File: src/rtl/light_intensity_multi.sv
// Back-face cull + multi-light Lambert accumulation on one shared 3-term dot engine; culled result at T+2, lit at T+NUM_LIGHTS+3.
// Single job in flight: ready_out only in IDLE, result held on valid_out until ready_in; light writes accepted in any state.
module light_intensity_multi #(
  parameter int NORM_WIDTH  = 16,
  parameter int NORM_FRAC   = 14,
  parameter int NUM_LIGHTS  = 4,
  parameter int LIGHT_IDX_W = (NUM_LIGHTS > 1) ? $clog2(NUM_LIGHTS) : 1
) (
  input  logic                         clk_in,
  input  logic                         rst_n_in,
  input  logic [3*NORM_WIDTH-1:0]      tri_norm_in,
  input  logic [3*NORM_WIDTH-1:0]      cam_norm_in,
  input  logic signed [NORM_WIDTH-1:0] ambient_in,
  input  logic                         valid_in,
  output logic                         ready_out,
  input  logic                         light_we_in,
  input  logic [LIGHT_IDX_W-1:0]       light_idx_in,
  input  logic [3*NORM_WIDTH-1:0]      light_dir_in,
  output logic signed [NORM_WIDTH-1:0] intensity_out,
  output logic                         culled_out,
  output logic                         valid_out,
  input  logic                         ready_in
);

  localparam int W     = NORM_WIDTH;
  localparam int DOT_W = 2 * W + 2;
  localparam int ACC_W = W + LIGHT_IDX_W + 2;
  localparam int SUM_W = ACC_W + 1;
  localparam logic signed [SUM_W-1:0] SAT_MAX = SUM_W'(1 << NORM_FRAC);
  localparam logic signed [W-1:0]     ONE_W   = W'(1 << NORM_FRAC);

  typedef enum logic [2:0] {S_IDLE, S_CULL, S_ACCUM, S_SAT, S_OUT} state_t;

  state_t                   r_state, w_next;
  logic [3*W-1:0]           r_tri, r_cam;
  logic signed [W-1:0]      r_amb;
  logic signed [ACC_W-1:0]  r_acc;
  logic [LIGHT_IDX_W-1:0]   r_idx;
  logic [3*W-1:0]           r_light [NUM_LIGHTS];
  logic signed [W-1:0]      r_intensity;
  logic                     r_culled;

  logic [3*W-1:0]           w_opb;
  logic signed [W-1:0]      w_a [3];
  logic signed [W-1:0]      w_b [3];
  logic signed [2*W-1:0]    w_p [3];
  logic signed [DOT_W-1:0]  w_sum, w_dot;
  logic signed [ACC_W-1:0]  w_contrib;
  logic signed [SUM_W-1:0]  w_sat_sum;
  logic signed [W-1:0]      w_sat;
  logic                     w_last, w_idx_ok, w_neg;

  // The dot engine compares against the camera in CULL and against light[r_idx] in ACCUM.
  always_comb begin
    w_opb = (r_state == S_CULL) ? r_cam : r_light[r_idx];
    for (int k = 0; k < 3; k++) begin
      w_a[k] = r_tri[k*W +: W];
      w_b[k] = w_opb[k*W +: W];
      w_p[k] = (2*W)'(w_a[k]) * (2*W)'(w_b[k]);
    end
    w_sum = DOT_W'(w_p[0]) + DOT_W'(w_p[1]) + DOT_W'(w_p[2]);
    w_dot = w_sum >>> NORM_FRAC;
    w_neg = w_dot[DOT_W-1];
  end

  always_comb begin
    w_contrib = w_neg ? ACC_W'(-w_dot) : '0;
    w_sat_sum = SUM_W'(r_acc) + SUM_W'(r_amb);
    if (w_sat_sum[SUM_W-1])
      w_sat = '0;
    else if (w_sat_sum > SAT_MAX)
      w_sat = ONE_W;
    else
      w_sat = W'(w_sat_sum);
    w_last   = (r_idx == LIGHT_IDX_W'(NUM_LIGHTS - 1));
    w_idx_ok = (32'(light_idx_in) < NUM_LIGHTS);
  end

  always_comb begin
    w_next = r_state;
    case (r_state)
      S_IDLE:  if (valid_in) w_next = S_CULL;
      S_CULL:  w_next = w_neg ? S_ACCUM : S_OUT;
      S_ACCUM: if (w_last) w_next = S_SAT;
      S_SAT:   w_next = S_OUT;
      S_OUT:   if (ready_in) w_next = S_IDLE;
      default: w_next = S_IDLE;
    endcase
  end

  always_ff @(posedge clk_in or negedge rst_n_in) begin
    if (!rst_n_in) r_state <= S_IDLE;
    else           r_state <= w_next;
  end

  always_ff @(posedge clk_in or negedge rst_n_in) begin
    if (!rst_n_in) begin
      r_tri       <= '0;
      r_cam       <= '0;
      r_amb       <= '0;
      r_acc       <= '0;
      r_idx       <= '0;
      r_intensity <= '0;
      r_culled    <= 1'b0;
      for (int k = 0; k < NUM_LIGHTS; k++) r_light[k] <= '0;
    end else begin
      case (r_state)
        S_IDLE: if (valid_in) begin
          r_tri <= tri_norm_in;
          r_cam <= cam_norm_in;
          r_amb <= ambient_in;
          r_acc <= '0;
          r_idx <= '0;
        end
        // A zero facing term counts as back-facing.
        S_CULL: if (!w_neg) begin
          r_culled    <= 1'b1;
          r_intensity <= '0;
        end
        S_ACCUM: begin
          r_acc <= r_acc + w_contrib;
          r_idx <= r_idx + LIGHT_IDX_W'(1);
        end
        S_SAT: begin
          r_intensity <= w_sat;
          r_culled    <= 1'b0;
        end
        default: ;
      endcase
      if (light_we_in && w_idx_ok) r_light[light_idx_in] <= light_dir_in;
    end
  end

  assign ready_out     = (r_state == S_IDLE);
  assign valid_out     = (r_state == S_OUT);
  assign intensity_out = r_intensity;
  assign culled_out    = r_culled;

endmodule
File: config.mk
export PLATFORM = sky130hd
export DESIGN_NAME = light_intensity_multi
export DESIGN_NICKNAME = d
export VERILOG_FILES = /design/src/rtl/light_intensity_multi.sv
export SDC_FILE = /design/constraint.sdc
export NUM_CORES = 2
export LEC_CHECK = 0
export CAP_MARGIN = 20
export CORE_ASPECT_RATIO = 1.25
export CORE_UTILIZATION = 30
export CTS_BUF_LIST = sky130_fd_sc_hd__clkbuf_8
export DETAILED_ROUTE_END_ITERATION = 7
export PLACE_DENSITY_LB_ADDON = 0.15
export SLEW_MARGIN = 20
export SYNTH_ARGS = -nofsm -noshare
export SYNTH_HDL_FRONTEND = slang
export SYNTH_SLANG_ARGS = --single-unit
File: constraint.sdc
create_clock -name clk_in -period 13.1 [get_ports clk_in]
set_clock_uncertainty 0.05 [all_clocks]
set_input_delay 2.62 -clock clk_in [delete_from_list [all_inputs] [get_ports clk_in]]
set_output_delay 2.62 -clock clk_in [all_outputs]
set_load 0.03 [all_outputs]
==> results_dict.tcl <==
set metrics [dict create \
    fin_crit_sh 0.9463 \
    synthCells 4483 \
    route.detailed.drc 0 \
    layout_common_cells "1097 x inv_1, 931 x fa_1, 406 x nand2_1" \
    arrival_ps 13000 \
    tightestPinTransition_ps 1076 \
    die_area_um2 160000 \
    overflow 0 \
    synth.distinct_cells 75 \
    cp-start-kind "flip-flop" \
    setup_violations 0 \
    syn-num-nets 5821 \
    netlist_area_um2 47510 \
    path_max_fanout 12 \
    min_path_type "reg2reg" \
    slew_violations 0 \
    synth_top_family_by_area "adder cells" \
    ys_ff_latch 346 \
    relSlewSlack 0.2829 \
    async_reset_ff_frac 1.000 \
    critical_path.top_delay_family "adder cells" \
    io_pins 186 \
    drv_cap 0 \
    grt_max_degree 139 \
    hold_viol 0 \
    drive_gt1_frac 0.1458 \
    yosys.area_share.simple 0.1062 \
    finalSetupTns_ps 0 \
    area_growth_pct 13.35 \
    seq_area_um2 8665 \
    synth.top_cell.area_share 0.3931 \
    root_buffer "clkbuf_8" \
    cts_tree "yes" \
    crit_required_ps 13710 \
    yosysTopAreaCell "fa_1" \
    multi_input_area_um2 34230 \
    die-width_um 357.9 \
    cpMaxStageDelayCell "fa_2" \
    synth.area.top_cells "fa_1 39%, dfrtp_1 18%, inv_1 8.5%, mux2_2 8.2%, ha_1 6.3%" \
    die_y_um 446.9 \
    wl_per_cell_um 20.49 \
    yosys_warnings 0 \
    fin_nets 6047 \
    drt_iter0_markers 1431 \
    grt_use_total 0.1797 \
    synth_compound_area_frac 0.03442 \
    worstSkewPairLatency_ps 770 \
    path_clk_slew_ps 60 \
    synth-xor-area-share 0.01309 \
    synthMuxAreaShare 0.1094 \
    core-area_um2 156500 \
    synth_top_flop_cell "dfrtp_1" \
    antenna_found_initial 10 \
    cpMostUsedCell "fa_1" \
    nFillCells 16010 \
    first_global_vias 34390 \
    ant_nets 0 \
    h-tree-depth 2 \
    cts.sinks 346 \
    cts_made_buffers 59 \
    grt_pass1_wl_um 215300 \
    hpwl_um 119200 \
    period_needed_ps 12400 \
    slowest_delay_ps 680 \
    max_freq_mhz 80.67 \
    rsz0062_at_grt "no" \
    critPathCaptureType "flip-flop" \
    outcome "finished, final reports clean" \
    ctsLongestPathBuffers 3 \
    path_buf_inv 8 \
    drt-total-wl_um 139500 \
    ys_seq_area_frac 0.1822 \
    final_common_cell "inv_1" \
    vias 30970 \
    syn_avg_cell_area_um2 10.60 \
    avgViaCountPerCell 4.548 \
    synth_edf_count 0 \
    first_pass_iters 5 \
    synth_fa_ha_area_frac 0.4558 \
    gp_congestion 0.8468 \
    fp-row-count 162 \
    port_buffers 185 \
    initial_utilization 0.3036 \
    path_class "reg2reg" \
]
==> Yosys cell counts, drive strengths merged, types with 15 or more instances <==
cell       n
a22o      15
buf       22
mux2     346
a21oi     54
a21o      15
xor2      21
nor3      16
mux4      48
nor2      93
nand2b    33
and2     212
mux2i     21
or2       25
nor2b    161
fa       933
xnor2     50
ha       238
nand2    406
o21ai     44
dfrtp    346
clkbuf   154
inv     1072
==> worst register-to-register path, delay by kind of cell (launching register included) <==
kind / cells / cell delay [ps]
DFF: 1 / 510
buffers and inverters: 8 / 930
and+or+nand+nor: 6 / 1280
adders and majority gates: 12 / 5630
AOI/OAI and AO/OA: 16 / 3280
muxes: 1 / 420
xor gates and xnor gates: 1 / 160
==> logic make-up (layout without fill, tap and decap cells) <==
family / count (synthesis) / in the layout
buffers and inverters: 1248 / 1518
muxes: 415 / 415
and+or+nand+nor: 1002 / 1003
xor gates and xnor gates: 71 / 71
adders and majority gates: 1171 / 1171
AOI/OAI and AO/OA: 230 / 230
DFF: 346 / 346
other: 0 / 5
==> registers in the layout (all words and copies together) (netlist names) <==
register       count
culled_out         1
intensity_out     16
r_acc             20
r_amb             16
r_cam             48
r_idx              2
r_light          192
r_state            3
r_tri             48
==> area by class of cell <==
type	instances	area share
Multi-Input combinational cell	2890	0.6355
Antenna cell	5	0.0002323
Inverter	1072	0.07472
Clock inverter	36	0.004670
Timing Repair Buffer	340	0.05841
Clock buffer	70	0.01789
Tap cell	2050	0.04763
Sequential cell	346	0.1609
==> per-layer routing <==
layer / part of all wire / GRT usage / up-vias / routed length, µm
li1: - / - / 14000 / -
met1: 0.47 / 0.2486 / 16350 / 64990
met2: 0.47 / 0.2970 / 469 / 66040
met3: 0.028 / 0.01680 / 141 / 3959
met4: 0.032 / 0.05350 / 8 / 4504
met5: 0.00035 / 0 / - / 49
==> final timing paths <==
kind / from / slack [ps] / cells after the start / endpoint
min reg2reg: intensity_out[15] / 440 / 1 / intensity_out[15]
min: intensity_out[15] / 440 / 1 / intensity_out[15]
max reg2reg: r_state[2] / 700 / 44 / r_acc[18]
max: r_state[2] / 700 / 44 / r_acc[18]
max in group asynchronous: rst_n_in / 8930 / 3 / r_light[107]
min in group asynchronous: rst_n_in / 1860 / 1 / intensity_out[15]
==> timing repair <==
action                     4_1_cts  5_1_grt
resized for setup                0        3
setup endpoints to repair        0        2
setup buffers                    0        7
hold buffers                     0        0
==> through the flow <==
stage	cells	hold WS (ps)	utilization	worst slack [ps]	cell area, µm²
floorplan	4483	423.9	-	603.3	47510
global placement	6690	420.9	0.3359	651.8	52560
detailed placement	6690	424.1	0.3359	540.5	52560
CTS	6796	443.8	0.3436	493.3	53770
global route	6805	456.2	0.3441	79.37	53840
finish	6809	440.7	0.3441	704.0	53850
Power is left out: the tool's default activity adds up to more than one toggle a clock period on the data nets, which glitch-free logic cannot reach.
